--- config.mk ---
export PLATFORM = sky130hd
export DESIGN_NAME = dma_channel_regfile
export DESIGN_NICKNAME = d
export VERILOG_FILES = /design/src/rtl/dma_channel_regfile.sv
export SDC_FILE = /design/constraint.sdc
export NUM_CORES = 1
export LEC_CHECK = 0
export CORE_AREA = 2 2 215 217
export DETAILED_ROUTE_END_ITERATION = 8
export DIE_AREA = 0 0 217 219
export GPL_TIMING_DRIVEN = 0
export PLACE_DENSITY_LB_ADDON = 0.08
export SETUP_SLACK_MARGIN = 0.05
export SYNTH_ARGS = -nofsm -noshare
export SYNTH_HDL_FRONTEND = slang
export SYNTH_SLANG_ARGS = --single-unit
--- constraint.sdc ---
create_clock -name clk -period 3.6 [get_ports clk]
set_clock_uncertainty 0.05 [all_clocks]
set_input_delay 1.08 -clock clk [delete_from_list [all_inputs] [get_ports clk]]
set_output_delay 1.08 -clock clk [all_outputs]
set_load 0.05 [all_outputs]
--- src/rtl/dma_channel_regfile.sv ---
// -----------------------------------------------------------------------------
// dma_channel_regfile
// CPU-programmable DMA register file: command register plus, per channel,
// mode, mask, software request, terminal-count status and base/current
// address and count. The CPU reaches it over an 8-bit strobe bus. The transfer
// engine reports each completed transfer on step and each external
// end-of-process on ext_eop.
//
// Ports
//   clk            clock, all state on rising edge
//   RESET_n        asynchronous reset, active low
//   CS_n/IOR_n/IOW_n  chip select / read / write strobes, active low
//   A              register address
//   DB_in          write data
//   DB_out         registered read data, loaded on a read access
//   DB_oe          read-drive enable (combinational)
//   step           per-channel transfer-complete pulse
//   ext_eop        per-channel external end-of-process pulse
//   command        command register
//   mode_flat      mode[7:2] of channel i at [6i+5:6i]
//   mask           channel mask bits
//   sw_req         software request bits
//   cur_addr_flat  current address of channel i at [AW*i+AW-1:AW*i]
//   tc             one-cycle terminal-count pulse per channel
// -----------------------------------------------------------------------------
module dma_channel_regfile #(
    parameter int         NUM_CH  = 4,
    parameter int         AW      = 16,
    parameter logic [7:0] CMD_RST = 8'h00
) (
    input  logic                 clk,
    input  logic                 RESET_n,
    input  logic                 CS_n,
    input  logic                 IOR_n,
    input  logic                 IOW_n,
    input  logic [3:0]           A,
    input  logic [7:0]           DB_in,
    output logic [7:0]           DB_out,
    output logic                 DB_oe,
    input  logic [NUM_CH-1:0]    step,
    input  logic [NUM_CH-1:0]    ext_eop,
    output logic [7:0]           command,
    output logic [6*NUM_CH-1:0]  mode_flat,
    output logic [NUM_CH-1:0]    mask,
    output logic [NUM_CH-1:0]    sw_req,
    output logic [AW*NUM_CH-1:0] cur_addr_flat,
    output logic [NUM_CH-1:0]    tc
);

    // The byte pointer only has meaning when a register spans two bytes.
    localparam logic PTR_EN = (AW == 16);

    logic rd_cond, wr_cond, rd_cond_q, wr_cond_q;
    logic rd_ev, wr_ev, mclr, stat_rd, ptr;
    logic [NUM_CH-1:0] tc_flag;
    logic [3:0][15:0]  addr_ext, cnt_ext;
    logic [7:0]        rd_data, status;
    logic [15:0]       sel16;

    // An access is one cycle of CS_n low with exactly one strobe low; only the
    // first such cycle acts, so a held strobe is a single event.
    assign rd_cond = !CS_n && !IOR_n && IOW_n;
    assign wr_cond = !CS_n && !IOW_n && IOR_n;
    assign rd_ev   = rd_cond && !rd_cond_q;
    assign wr_ev   = wr_cond && !wr_cond_q;
    assign DB_oe   = rd_cond;
    assign mclr    = wr_ev && (A == 4'd13);
    assign stat_rd = rd_ev && (A == 4'd8);
    assign status  = {4'(sw_req), 4'(tc_flag)};

    function automatic logic [15:0] put_byte(input logic [15:0] v, input logic hi,
                                             input logic [7:0] d);
        put_byte = hi ? {d, v[7:0]} : {v[15:8], d};
    endfunction

    always_comb begin
        rd_data = 8'h00;
        sel16   = A[0] ? cnt_ext[A[2:1]] : addr_ext[A[2:1]];
        if (!A[3])
            rd_data = ptr ? sel16[15:8] : sel16[7:0];
        else if (A == 4'd8)
            rd_data = status;
    end

    always_ff @(posedge clk or negedge RESET_n) begin
        if (!RESET_n) begin
            rd_cond_q <= 1'b0;
            wr_cond_q <= 1'b0;
            command   <= CMD_RST;
            ptr       <= 1'b0;
            DB_out    <= 8'h00;
        end else begin
            rd_cond_q <= rd_cond;
            wr_cond_q <= wr_cond;
            if (mclr) begin
                command <= CMD_RST;
                ptr     <= 1'b0;
                DB_out  <= 8'h00;
            end else begin
                if (wr_ev && A == 4'd8)
                    command <= DB_in;
                if (wr_ev && A == 4'd12)
                    ptr <= 1'b0;
                else if ((rd_ev || wr_ev) && !A[3])
                    ptr <= PTR_EN & ~ptr;
                if (rd_ev)
                    DB_out <= rd_data;
            end
        end
    end

    for (genvar i = 0; i < NUM_CH; i++) begin : g_ch
        logic [AW-1:0] base_addr, cur_addr, base_cnt, cur_cnt;
        logic [5:0]    mode_r;
        logic          mask_r, req_r, flag_r, tc_r;
        logic          wr_addr, wr_cnt, ch_arg, blocked, do_step, do_eop, tc_now;
        logic          auto_init, dec;

        assign wr_addr   = wr_ev && (A == 4'(2*i));
        assign wr_cnt    = wr_ev && (A == 4'(2*i+1));
        assign ch_arg    = wr_ev && (DB_in[1:0] == 2'(i));
        assign auto_init = mode_r[2];
        assign dec       = mode_r[3];
        // A CPU write to this channel's address/count owns the cycle; the
        // engine's step/EOP for this channel is discarded.
        assign blocked   = command[2] || wr_addr || wr_cnt;
        assign do_step   = step[i] && !blocked;
        assign do_eop    = ext_eop[i] && !blocked;
        assign tc_now    = (do_step && cur_cnt == '0) || do_eop;

        always_ff @(posedge clk or negedge RESET_n) begin
            if (!RESET_n) begin
                base_addr <= '0; cur_addr <= '0; base_cnt <= '0; cur_cnt <= '0;
                mode_r <= '0; mask_r <= 1'b1; req_r <= 1'b0; flag_r <= 1'b0; tc_r <= 1'b0;
            end else if (mclr) begin
                base_addr <= '0; cur_addr <= '0; base_cnt <= '0; cur_cnt <= '0;
                mode_r <= '0; mask_r <= 1'b1; req_r <= 1'b0; flag_r <= 1'b0; tc_r <= 1'b0;
            end else begin
                if (wr_addr) begin
                    base_addr <= AW'(put_byte(16'(base_addr), ptr, DB_in));
                    cur_addr  <= AW'(put_byte(16'(cur_addr), ptr, DB_in));
                end else if (tc_now && auto_init)
                    cur_addr <= base_addr;
                else if (do_step)
                    cur_addr <= dec ? cur_addr - AW'(1) : cur_addr + AW'(1);

                // Count decrements unconditionally, so a step at zero wraps to
                // all-ones while signalling TC.
                if (wr_cnt) begin
                    base_cnt <= AW'(put_byte(16'(base_cnt), ptr, DB_in));
                    cur_cnt  <= AW'(put_byte(16'(cur_cnt), ptr, DB_in));
                end else if (tc_now && auto_init)
                    cur_cnt <= base_cnt;
                else if (do_step)
                    cur_cnt <= cur_cnt - AW'(1);

                if (ch_arg && A == 4'd11)
                    mode_r <= DB_in[7:2];

                // TC mask-set outranks any CPU mask write in the same cycle.
                if (tc_now && !auto_init)      mask_r <= 1'b1;
                else if (ch_arg && A == 4'd10) mask_r <= DB_in[2];
                else if (wr_ev && A == 4'd14)  mask_r <= 1'b0;
                else if (wr_ev && A == 4'd15)  mask_r <= DB_in[i];

                if (tc_now)                    req_r <= 1'b0;
                else if (ch_arg && A == 4'd9)  req_r <= DB_in[2];

                // A TC landing with a status read survives the read's clear.
                if (tc_now)       flag_r <= 1'b1;
                else if (stat_rd) flag_r <= 1'b0;

                tc_r <= tc_now;
            end
        end

        assign mode_flat[6*i +: 6]      = mode_r;
        assign mask[i]                  = mask_r;
        assign sw_req[i]                = req_r;
        assign tc_flag[i]               = flag_r;
        assign tc[i]                    = tc_r;
        assign cur_addr_flat[AW*i +: AW] = cur_addr;
        assign addr_ext[i]              = 16'(cur_addr);
        assign cnt_ext[i]               = 16'(cur_cnt);
    end

    // Absent channels read back as zero.
    for (genvar i = NUM_CH; i < 4; i++) begin : g_pad
        assign addr_ext[i] = '0;
        assign cnt_ext[i]  = '0;
    end

endmodule

==> impl_metrics.toml <==
[cells_and_area]
layout-drive-gt1-share_pct = 12.6
final-seq-area_mm2 = 0.00789
num-fill-cells = 4278
multi_input_comb_area_mm2 = 0.0118
finish.net_count = 2610
flow.area_growth_from_synthesis_pct = 20.8

[timing]
unrepaired_setup_endpoints_after_global_routing = "yes"
timing_max_transition_violations_final = 0
period_share_pct = 98.0
period_needed_ps = 3530
finalHoldViolations = 0
worst-slew-pin-transition_ps = 1400
max_clock_freq_mhz = 283
finalSetupTns_ps = 0
timing.final.setup_violations = 0
slew_headroom_pct = 6.62

[worst_setup_path]
slack_of_the_worst_reg_to_reg_path_ps = 170
ff2ff_path_depth = 6
critPathRequiredTime_ps = 4000
critPathLaunchType = "input port"
worstReg2RegStart = "ptr"
critical_setup_path_class = "in2reg"
critical_path.endpoint_type = "register"
regToRegEndpoint = "g_ch[3].base_addr[10]"
worstPathArrival_ps = 3930
worstPathMaxFanout = 10

[power_and_ir_drop]
power_frac_clock_pct = 23.4
share_seq_of_total_power_pct = 33.2
total_power_mw = 18.0
switching_share_pct = 44.3
netSwitchingPower_mw = 7.98
power.internal_mw = 10.0
share_comb_of_total_power_pct = 43.4
power.static_leakage_nw = 11.0
worst_ir_drop_vdd_uv = 469
power-per-cell-area_mw_per_mm2 = 738

[floorplanning]
chipHeight_um = 219
chipWidth_um = 217
core-area_mm2 = 0.0451
fp.dieArea_mm2 = 0.0475
start_util_pct = 44.8
row_count = 78
num_io_pins = 142

[detailed_routing]
drt_pass1_iterations = 6
drc_viols = 0
post_drt_wl_per_cell_um = 28.4
drt_first_iter_violations = 2618
wirelength_um = 89400
vias_per_cell = 6.34
vias = 19900
route.antenna.remaining_nets = 0

[synthesis]
postSynthAreaPerCell_um2 = 8.71
ys_types = 83
synth.top_cells.by_area = "dfrtp_1 (39%), nand2_1 (7.2%), a21oi_1 (5.4%), o21ai_0 (4.8%), mux4_2 (4.5%)"
mappedNetlistArea_mm2 = 0.0202
most_used_flip_flop_cell_after_synthesis = "dfrtp_1"
yosys.area.top_type = "dfrtp_1"
synth_edf_count = 0
flip_flop_and_latch_count_after_synthesis = 315
synth_fp_nets = 2413
synth.yosys.seq_area_share_pct = 39.0
yosys.area.top_type_share_pct = 38.5
synth.most_common_cell = "nand2_1"
syn_inst = 2320
post_synth_most_frequent_cells = "nand2_1 (387), dfrtp_1 (311), a21oi_1 (217)"
async_flop_share_pct = 100
synth-warning-count = 0

[grt]
grt_first_pass_wirelength_um = 129000
gr-total-overflow = 0
pin_count_of_the_biggest_net_entering_global_routing = 115
grt_util_all_layers_pct = 37.5
first_global_vias = 18700
initial_antenna_violation_count = 2

[clock_tree]
cts_buffer_count = 39
cts-htree-levels = 2
root_buffer_cell = "clkbuf_16"
clockBufferDepth = 3
clock_tree_from_tritoncts = "done"
clk_pin_slew_ps = 60
clock_latency_ps = 590
cts_sinks = 315

[worst_hold_path]
holdCritPathClass = "in2async"

[place]
dp_wirelength_um = 65400
io_buffers = 138
routabilityCongestion = 1.04

[run]
number_of_max_capacitance_violations_reported = 0

[outcome]
outcome = "finished clean"
[cells in the final DEF, fill, tap and decap left out, drive strengths merged, types with 59 or more instances in the layout]
cell type,n
nand2,390
dfrtp,311
a21oi,221
o21ai,200
nor2,173
clkbuf,158
clkdlybuf4s50,133
nand3,91
buf,80
ha,64
mux2i,60
xnor2,59
a21o,59
[registers in the layout, summed over array words and instances (netlist names)]
| name | count |
|---|---|
| DB_out | 8 |
| command | 8 |
| g_ch.base_addr | 64 |
| g_ch.base_cnt | 64 |
| g_ch.cur_addr | 64 |
| g_ch.cur_cnt | 64 |
| g_ch.flag_r | 4 |
| g_ch.mask_r | 4 |
| g_ch.mode_r | 24 |
| g_ch.req_r | 4 |
| g_ch.tc_r | 4 |
| ptr | 1 |
| rd_cond_q | 1 |
| wr_cond_q | 1 |
[worst max path at each step]
stage / startpoint / endpoint
3_3_place_gp: RESET_n / g_ch[3].base_cnt[13]
2_1_floorplan: CS_n / DB_out[0]
5_1_grt: A[0] / g_ch[3].cur_cnt[4]
4_1_cts: A[3] / g_ch[0].base_cnt[3]
6_report: A[3] / g_ch[0].cur_addr[6]
3_5_place_dp: CS_n / g_ch[3].cur_cnt[10]
[worst max-delay path, stage by stage]
cell and delay [ps]:
clkdlybuf4s50_1 620, clkbuf_4 310, buf_4 250, nand4_1 240, and2_1 260, buf_2 290, nand2_4 220, nand2_1 170
buf_2 240, a22o_1 250
[layer usage]
layer | part of all wire (%) | up-vias | track usage (%)
met2 | 43 | 1102 | 56.0
met3 | 11 | 182 | 7.04
met4 | 4.9 | 2 | 17.5
met1 | 42 | 9856 | 52.6
li1 | - | 8795 | -
met5 | 0.015 | - | 0
[stage by stage]
stage / util [%] / instance area (um^2) / hold slack (ps) / instances / setup slack [ps]
final: 54.1 / 24400 / 419 / 3147 / 71.6
after global routing: 54.1 / 24400 / 459 / 3145 / -12.3
after CTS: 53.4 / 24100 / 427 / 3137 / 52.6
after detailed placement: 49.7 / 22400 / 433 / 3061 / -1840
after global placement: 49.5 / 22300 / 433 / 3058 / -12980
after floorplan: - / 20200 / 409 / 2320 / 52.1
[power by group through the flow]
| stage | clock [mW] | combinational (mW) | sequential, mW |
|---|---|---|---|
| finish | 4.22 | 7.83 | 5.98 |
| global route | 4.37 | 8.36 | 6.02 |
| CTS | 4.22 | 7.64 | 5.88 |
| detailed placement | 0 | 7.54 | 5.92 |
| global placement | 0 | 7.42 | 5.92 |
| floorplan | 0 | 4.06 | 6.41 |
[logic make-up (layout without fill, tap and decap cells)]
family,after synthesis,count (layout),share of synthesized area [%]
adder cells (fa/ha/maj),68,68,4.36
XOR/XNOR,88,88,3.82
AND/OR/NAND/NOR,831,831,18.4
flip-flops,315,315,39.0
other,0,2,0
AO/OA/AOI/OAI,707,707,21.8
buffers and inverters,195,420,4.21
multiplexers,116,116,8.45
[final cells by class]
class                   count  share of cell area, %
well taps                 600                   3.08
flip-flops and latches    315                   32.3
plain buffers             162                   3.51
clock inverters            13                  0.677
inverters                  32                  0.492
clock buffers              56                   4.80
multi-input cells        1810                   48.5
diodes                      2                 0.0205
repair buffers            157                   6.65
[timing repair]
item                       CTS  global route
setup buffers                7             8
setup endpoints to repair  308           263
pin swaps                    6             6
gates resized for setup     88            98
hold buffers                 0             0
Power figures use the tool's default switching activity.
